### src/rtl/hazard_fwd_unit.sv
// Forwarding and hazard controller for the 5-stage RV32 core (EX-stage operand bypass, load-use / mul-div stalls).
// Latency: forwarding is combinational (0 cycles); stall/hold outputs are asserted combinationally in the detection cycle.
// Backpressure: mem_stall freezes the FSM, counter and captured operands; stall_pc/hold_ex follow state, flush_id_ex is forced low.
//
// Ports:
//   clk, rst_n                 clock, async active-low reset
//   mem_stall                  global pipeline freeze from the D-cache
//   id_rs/id_rs_used           ID-stage source indices and read enables (load-use check)
//   ex_rs/ex_rd/ex_regwrite    EX-stage sources, destination, write enable
//   ex_is_load/ex_is_muldiv    EX instruction class
//   mem_*                      EX/MEM destination, write enable, jump flag, data sources
//   wb_*                       MEM/WB destination, write enable, write-back data
//   stall_pc/flush_id_ex/hold_ex  pipeline control
//   fwd_flag/fwd_dat           per-operand override flag and data
//   hz_state                   FSM state for debug
module hazard_fwd_unit #(
    parameter int XLEN    = 32,
    parameter int AW      = 5,
    parameter int NUM_OPS = 2,
    parameter int LU_CYC  = 1,
    parameter int MD_HOLD = 3
) (
    input  logic                    clk,
    input  logic                    rst_n,
    input  logic                    mem_stall,
    input  logic [NUM_OPS*AW-1:0]   id_rs,
    input  logic [NUM_OPS-1:0]      id_rs_used,
    input  logic [NUM_OPS*AW-1:0]   ex_rs,
    input  logic [AW-1:0]           ex_rd,
    input  logic                    ex_regwrite,
    input  logic                    ex_is_load,
    input  logic                    ex_is_muldiv,
    input  logic [AW-1:0]           mem_rd,
    input  logic                    mem_regwrite,
    input  logic                    mem_jump,
    input  logic [XLEN-1:0]         mem_alu_result,
    input  logic [XLEN-1:0]         mem_pc_step,
    input  logic [AW-1:0]           wb_rd,
    input  logic                    wb_regwrite,
    input  logic [XLEN-1:0]         wb_data,
    output logic                    stall_pc,
    output logic                    flush_id_ex,
    output logic                    hold_ex,
    output logic [NUM_OPS-1:0]      fwd_flag,
    output logic [NUM_OPS*XLEN-1:0] fwd_dat,
    output logic [1:0]              hz_state
);

    typedef enum logic [1:0] {
        ST_IDLE     = 2'd0,
        ST_LU_STALL = 2'd1,
        ST_MD_BUSY  = 2'd2
    } hz_state_e;

    // Registered state
    hz_state_e               state_q,    state_d;
    logic [7:0]              cnt_q,      cnt_d;
    logic [NUM_OPS-1:0]      cap_flag_q, cap_flag_d;
    logic [NUM_OPS*XLEN-1:0] cap_dat_q,  cap_dat_d;

    // Combinational intermediates
    logic [NUM_OPS-1:0]      live_flag;
    logic [NUM_OPS*XLEN-1:0] live_dat;
    logic                    lu_hit;
    logic                    stall_pc_c;
    logic                    flush_id_ex_c;
    logic                    hold_ex_c;
    logic                    use_cap;

    // ------------------------------------------------------------------
    // Live forwarding. EX/MEM is the younger producer, so it wins over
    // MEM/WB. x0 is hard-wired zero and must never be forwarded.
    // ------------------------------------------------------------------
    always_comb begin
        live_flag = '0;
        live_dat  = '0;
        for (int i = 0; i < NUM_OPS; i++) begin
            if (mem_regwrite && (mem_rd != '0) && (mem_rd == ex_rs[i*AW +: AW])) begin
                live_flag[i]             = 1'b1;
                // Link instructions write PC+4, not the ALU result.
                live_dat[i*XLEN +: XLEN] = mem_jump ? mem_pc_step : mem_alu_result;
            end else if (wb_regwrite && (wb_rd != '0) && (wb_rd == ex_rs[i*AW +: AW])) begin
                live_flag[i]             = 1'b1;
                live_dat[i*XLEN +: XLEN] = wb_data;
            end
        end
    end

    // ------------------------------------------------------------------
    // Load-use: an ID-stage instruction actually reads the register a
    // load in EX is about to produce.
    // ------------------------------------------------------------------
    always_comb begin
        lu_hit = 1'b0;
        if (ex_is_load && ex_regwrite && (ex_rd != '0)) begin
            for (int i = 0; i < NUM_OPS; i++) begin
                if (id_rs_used[i] && (id_rs[i*AW +: AW] == ex_rd)) begin
                    lu_hit = 1'b1;
                end
            end
        end
    end

    // ------------------------------------------------------------------
    // Hazard FSM next-state and control outputs.
    // The detection cycle itself counts as the first stall/hold cycle,
    // hence the counters are loaded with N-2 and the multi-cycle state
    // is skipped entirely when N==1.
    // ------------------------------------------------------------------
    always_comb begin
        state_d       = state_q;
        cnt_d         = cnt_q;
        cap_flag_d    = cap_flag_q;
        cap_dat_d     = cap_dat_q;
        stall_pc_c    = 1'b0;
        flush_id_ex_c = 1'b0;
        hold_ex_c     = 1'b0;
        use_cap       = 1'b0;

        case (state_q)
            ST_IDLE: begin
                // A frozen pipeline must not start a new stall: the
                // instructions in ID/EX are not advancing anyway.
                if (!mem_stall) begin
                    if (ex_is_muldiv) begin
                        hold_ex_c  = 1'b1;
                        stall_pc_c = 1'b1;
                        // Producers retire while EX is held; snapshot the
                        // operands now so the mul/div keeps valid inputs.
                        cap_flag_d = live_flag;
                        cap_dat_d  = live_dat;
                        if (MD_HOLD > 1) begin
                            state_d = ST_MD_BUSY;
                            cnt_d   = 8'(MD_HOLD - 2);
                        end
                    end else if (lu_hit) begin
                        stall_pc_c    = 1'b1;
                        flush_id_ex_c = 1'b1;
                        if (LU_CYC > 1) begin
                            state_d = ST_LU_STALL;
                            cnt_d   = 8'(LU_CYC - 2);
                        end
                    end
                end
            end

            ST_LU_STALL: begin
                stall_pc_c = 1'b1;
                if (!mem_stall) begin
                    flush_id_ex_c = 1'b1;
                    if (cnt_q == 8'd0) begin
                        state_d = ST_IDLE;
                    end else begin
                        cnt_d = cnt_q - 8'd1;
                    end
                end
            end

            ST_MD_BUSY: begin
                stall_pc_c = 1'b1;
                hold_ex_c  = 1'b1;
                use_cap    = 1'b1;
                // ex_is_muldiv is deliberately ignored here: the held
                // instruction is the same one, so it must not retrigger.
                if (!mem_stall) begin
                    if (cnt_q == 8'd0) begin
                        state_d = ST_IDLE;
                    end else begin
                        cnt_d = cnt_q - 8'd1;
                    end
                end
            end

            default: begin
                state_d = ST_IDLE;
                cnt_d   = 8'd0;
            end
        endcase
    end

    // ------------------------------------------------------------------
    // State registers
    // ------------------------------------------------------------------
    always_ff @(posedge clk or negedge rst_n) begin
        if (!rst_n) begin
            state_q    <= ST_IDLE;
            cnt_q      <= 8'd0;
            cap_flag_q <= '0;
            cap_dat_q  <= '0;
        end else begin
            state_q    <= state_d;
            cnt_q      <= cnt_d;
            cap_flag_q <= cap_flag_d;
            cap_dat_q  <= cap_dat_d;
        end
    end

    // ------------------------------------------------------------------
    // Outputs. Forwarding and detection are combinational, so they are
    // gated with rst_n to keep every output quiet while reset is held.
    // ------------------------------------------------------------------
    always_comb begin
        stall_pc    = rst_n & stall_pc_c;
        flush_id_ex = rst_n & flush_id_ex_c;
        hold_ex     = rst_n & hold_ex_c;
        hz_state    = rst_n ? state_q : 2'd0;
        if (!rst_n) begin
            fwd_flag = '0;
            fwd_dat  = '0;
        end else if (use_cap) begin
            fwd_flag = cap_flag_q;
            fwd_dat  = cap_dat_q;
        end else begin
            fwd_flag = live_flag;
            fwd_dat  = live_dat;
        end
    end

endmodule
### config.mk
export PLATFORM = sky130hd
export DESIGN_NAME = hazard_fwd_unit
export DESIGN_NICKNAME = d
export VERILOG_FILES = /design/src/rtl/hazard_fwd_unit.sv
export SDC_FILE = /design/constraint.sdc
export NUM_CORES = 1
export LEC_CHECK = 0
export CAP_MARGIN = 20
export CORE_MARGIN = 1.5
export CORE_UTILIZATION = 50
export DETAILED_ROUTE_END_ITERATION = 6
export HOLD_SLACK_MARGIN = 0.05
export PLACE_DENSITY_LB_ADDON = 0.1
export SLEW_MARGIN = 20
export SYNTH_ARGS = -nofsm -noshare
export SYNTH_HDL_FRONTEND = slang
export SYNTH_SLANG_ARGS = --single-unit
### constraint.sdc
create_clock -name clk -period 3.2 [get_ports clk]
set_clock_uncertainty 0.2 [all_clocks]
set_input_delay 0.48 -clock clk [delete_from_list [all_inputs] [get_ports clk]]
set_output_delay 0.48 -clock clk [all_outputs]
set_load 0.01 [all_outputs]
# After elaboration in Yosys (flattened, before gate mapping)
# Index checks and enable logic that the tools add are counted.
# W data, S select, Z words.
# totals
ff_bits	76
out_inout_bits	71
elab_cells	80
in_bits	142
# classes
muxes	39
n_addsub	1
n_reduce_logical	19
bitwise	4
eq_ne	13
# op_table
op	n
$mux W32	5
$mux W64	2
$mux W8	4
$eq A5 B5 Y1	6
$mux W1	16
$pmux W8 S2	1
$reduce_bool A5 Y1	3
$mux W2	7
$logic_and A1 B1 Y1	10
$logic_not A8 Y1	1
$ne A2 B2 Y1 const B	4
$reduce_and A4 Y1	2
$sub A8 B1 Y8 const B	1
$pmux W1 S2	3
$pmux W2 S2	1
$and A1 B1 Y1	3
$reduce_and A3 Y1	1
$eq A2 B1 Y1 const B	1
$eq A2 B2 Y1 const B	1
$logic_not A2 Y1	1
$ne A2 B1 Y1 const B	1
$reduce_or A2 Y1	1
$not A1 Y1	1

# Logic depth before layout (Yosys ltp)
# logic_depth
ltp_word	10
mapped_depth	8
ltp_nobuf	7

# Worst setup path after synthesis
# No wires, ideal clock.
# synth_path
path_kind	input port to output port
from	input mem_rd[1]
to	output fwd_dat[34]
stages	7
slack_ns	0.609
arrival_time_ns	1.911
path_buffers	2
required_time_ns	2.520
path_cell_list	or4_1 nor2_1 nor4_1 buf_2 buf_4 mux2i_1 o21ai_0
# synth_via
elab_chain_len	6
word_cells_on_any_way	7
classes_between	eq/ne: 1; mux: 3; reduce/logical: 3
# synth_lines
item	line	source
start, declared	33	input logic [AW-1:0] mem_rd,
$reduce_bool A5 Y1	78	if (mem_regwrite && (mem_rd != '0) && (mem_rd == ex_rs[i*AW +: AW])) begin
$logic_and A1 B1 Y1	78	
$logic_and A1 B1 Y1 (*)	78	
$mux W32 (*)	78	
$mux W64 (*)	210	end else if (use_cap) begin
$mux W64 (*)	207	if (!rst_n) begin
end, declared	45	output logic [NUM_OPS*XLEN-1:0] fwd_dat,
# Mark *: on every way between the ends. The rest lies on a longest branch, timed or not.

# Final worst setup path
# layout_path
from	input ex_rs[6]
to	register cap_dat_q[62]
# layout_via
elab_chain_len	4
word_cells_on_any_way	6
classes_between	eq/ne: 2; mux: 2; reduce/logical: 2
# layout_lines
item	line	source
start, declared	28	input logic [NUM_OPS*AW-1:0] ex_rs,
$eq A5 B5 Y1	82	end else if (wb_regwrite && (wb_rd != '0) && (wb_rd == ex_rs[i*AW +: AW])) begin
$logic_and A1 B1 Y1	82	
$mux W32	82	
$mux W32 (*)	78	
end signal, assigned	194	cap_dat_q <= cap_dat_d;
end, declared	59	logic [NUM_OPS*XLEN-1:0] cap_dat_q, cap_dat_d;
# Marked as above.
# A chain may end at the register's enable or synchronous reset.

==> results.yml <==
setup_path:
  critical_path.endpoint: "cap_dat_q[62]"
  r2r_cells: 7
  crit_slowest_cell: "clkdlybuf4s50_1"
  crit_path_cell_trace: "clkdlybuf4s50_1, buf_4, xnor2_4, buf_6, buf_12, nand3_1, nor3_4, mux2i_2, buf_4, buf_4, buf_4, buf_4, buf_4, buf_4, buf_4, buf_4, buf_4, buf_4, o21ai_2"
  worstSetupStartpointType: "input port"
  path_common_cell: "buf_4"
  cp.required_ns: 3.27
  rr_endpoint: "cnt_q[4]"
  slowest_delay_ns: 0.45
  critPathKind: "input port to flop"
  critPathArrivalTime_ns: 3.32
  crit_start: "ex_rs[6]"
  timing.rr.start: "cnt_q[0]"
  endpoint_kind: "flop"
  path_max_fanout: 10
  r2r_slack_ns: 0.93
layout:
  layout-drive-gt1-share_pct: 31.7
  antenna_cells: 0
  finalInstanceArea_mm2: 0.00979
  final_common_cell: "nand2_1"
  fin_nets: 1154
  most-common-layout-cells: "161 x nand2_1, 122 x clkdlybuf4s50_1, 99 x buf_4"
  syn_to_final_growth_pct: 61.5
  nFillCells: 725
  instances_no_fill: 1160
drt:
  postRouteAntennaNets: 0
  wl_met3_mm: 2.45
  met2_wirelength_mm: 12.0
  wl_met1_mm: 8.79
  initialDrtViolationCount: 729
  firstDrtPassIters: 5
  viasPerCell: 6.31
  topRoutingLayerUsed: "met4"
  wl_mm: 24.4
  num_vias: 7316
  drc_errors: 0
  wl_per_cell_um: 21.1
synth:
  syn_avg_cell_area_um2: 8.31
  synth_compound_area_share_pct: 17.6
  ys_seq_elements: 75
  yosys_most_used_dff: "dfrtp_1"
  synthXorXnorAreaFrac_pct: 5.06
  async_flop_share_pct: 100
  yosys_warnings: 0
  synth_cells: 729
  synthesis.nets: 873
  ys_types: 50
  ys_seq_area_share_pct: 31.0
  syn_area_mm2: 0.00606
  synthMuxAreaShare_pct: 12.2
  synth_adder_area_share_pct: 0.413
  synthSimpleGateAreaFrac_pct: 27.5
  synth_top_family_by_area: "simple AND/OR/NAND/NOR gates"
  synth_edf_count: 0
floorplanning:
  rows: 40
  die_h_um: 113
  start_util_pct: 50.9
  ios: 213
  dieArea_mm2: 0.0128
  die_w_um: 113
  core_area_mm2: 0.0119
global_route:
  grt_pass1_vias: 7299
  grt_usage_pct: 36.1
  grt_pass1_wl_mm: 36.4
  grt_overflow: 0
  antenna_found_initial: 0
  grt_max_degree: 53
power_and_ir_drop:
  p_leak_nw: 3.84
  vdd_ir_drop_max_uv: 312
  power_density_mw_per_mm2: 367
cts:
  cts_tree: "done"
  clockBufferDepth: 2
  cts_max_level: 3
  clk_pin_slew_ns: 0.06
  root_buffer: "clkbuf_16"
  clock_latency_ns: 0.34
  cts_buffers: 9
  cts_num_sinks: 75
place:
  routabilityCongestion: 0.894
  dp_hpwl_mm: 15.2
  dpl_cell_area_mm2: 0.00885
  placed_cells: 1102
  portBuffers: 211
sta:
  fin_crit_sh_pct: 102
  worst_pin_slew_ns: 0.819
  min_period_ns: 3.26
  finalSetupViolCount: 2
  max_freq_mhz: 307
  rsz0062_at_grt: "true"
  slew_violations: 0
  fin_tns_setup_ns: -0.111
  relSlewSlack_pct: 44.9
  final_hold_viol_count: 0
  layout_setup_ws_ns: -0.0587
run_status:
  violations: "negative setup slack"
  status: "complete, but fails checks"
worst_hold_path:
  hold_class: "flop to flop"
job:
  cap_violations: 0
## worst min path at each step
stage,from,end,cells after the start
floorplan,rst_n,cap_dat_q[0],0
global placement,cap_flag_q[1],cap_flag_q[1],2
detailed placement,cap_flag_q[1],cap_flag_q[1],2
CTS,cap_flag_q[1],cap_flag_q[1],2
global route,cap_dat_q[51],cap_dat_q[51],2
finish,cap_dat_q[51],cap_dat_q[51],2
## report_power, final
group / switching [mW] / leakage [nW] / total [mW] / internal, mW
logic: 0.704 / 2.66 / 1.26 / 0.557
registers: 0.0984 / 1.03 / 1.18 / 1.08
clock network: 0.404 / 0.161 / 1.16 / 0.753
## critical path: cells and delay by family
kind | cells | cell delay [ns]
buffers and inverters | 14 | 2.16
XOR/XNOR | 1 | 0.17
AND/OR/NAND/NOR | 2 | 0.27
multiplexers | 1 | 0.10
AO/OA/AOI/OAI | 1 | 0.13
## area by class of cell
cell class | count | area [um^2] | share of cell area (%)
flip-flops and latches | 75 | 1880 | 19.2
well taps | 147 | 184 | 1.88
clock buffers | 9 | 225 | 2.30
repair buffers | 339 | 3210 | 32.8
multi-input cells | 582 | 4180 | 42.7
clock inverters | 5 | 104 | 1.06
inverters | 3 | 11.3 | 0.115
## per-layer routing
metal | vias to the layer above | GRT usage (%)
li1 | 3181 | -
met1 | 3492 | 42.3
met2 | 533 | 62.7
met3 | 110 | 7.07
met4 | 0 | 19.0
met5 | - | 0
## cells in the mapped netlist, types with 2 or more instances
| library cell | count | area share [%] |
|---|---|---|
| xnor2_1 | 13 | 1.9 |
| nor2b_1 | 3 | 0.31 |
| mux2i_1 | 37 | 6.1 |
| a21oi_1 | 2 | 0.17 |
| nand3b_1 | 25 | 3.1 |
| inv_1 | 3 | 0.19 |
| clkbuf_1 | 44 | 2.7 |
| nand3_1 | 44 | 3.6 |
| nor4_1 | 5 | 0.52 |
| buf_4 | 7 | 0.87 |
| nand2_1 | 163 | 10 |
| buf_1 | 3 | 0.19 |
| o21ai_0 | 61 | 5.0 |
| nor3_1 | 35 | 2.9 |
| buf_2 | 6 | 0.50 |
| xor2_1 | 22 | 3.2 |
| nand3_2 | 20 | 3.3 |
| dfrtp_1 | 75 | 31 |
| mux2_2 | 33 | 6.1 |
| nor2_1 | 12 | 0.74 |
| o221ai_1 | 6 | 0.87 |
| nand4_1 | 3 | 0.31 |
| or4_1 | 4 | 0.50 |
| and2_1 | 2 | 0.21 |
| and4_1 | 5 | 0.72 |
| o211ai_1 | 25 | 3.1 |
| a31oi_1 | 3 | 0.31 |
| o21ai_1 | 18 | 1.5 |
| buf_6 | 9 | 1.7 |
| o221ai_2 | 20 | 5.0 |
| ha_1 | 2 | 0.41 |
## registers in the layout (all words and copies together) (netlist names)
register	cells
state_q	1
cap_flag_q	2
cap_dat_q	64
cnt_q	8
## timing repair
| action | CTS | global route |
|---|---|---|
| buffers inserted | 31 | 8 |
| pin swaps | 12 | 9 |
| endpoints found under the hold margin | 32 | 0 |
| hold buffers | 1 | 0 |
| cloned | 4 | 1 |
| gates resized for setup | 237 | 79 |
| endpoints found under the setup margin | 67 | 65 |
## stage by stage
step                      setup WS, ns  power, mW  hold WS [ns]  util (%)
final                          -0.0587       3.59         0.280      82.2
after CTS                      -0.0301       3.51         0.281      80.0
after detailed placement        -0.545       2.36         0.267      74.3
after global placement          -0.526       2.32         0.255      74.3
after floorplan                  0.609       1.75       -0.0156         -
after global routing            -0.141       3.74         0.309      82.2
## logic make-up after synthesis
family	Yosys count
adder cells (fa/ha/maj)	2
AND/OR/NAND/NOR	328
flip-flops	75
buffers and inverters	72
XOR/XNOR	35
multiplexers	70
AO/OA/AOI/OAI	146
other	1
Power figures use the tool's default switching activity.
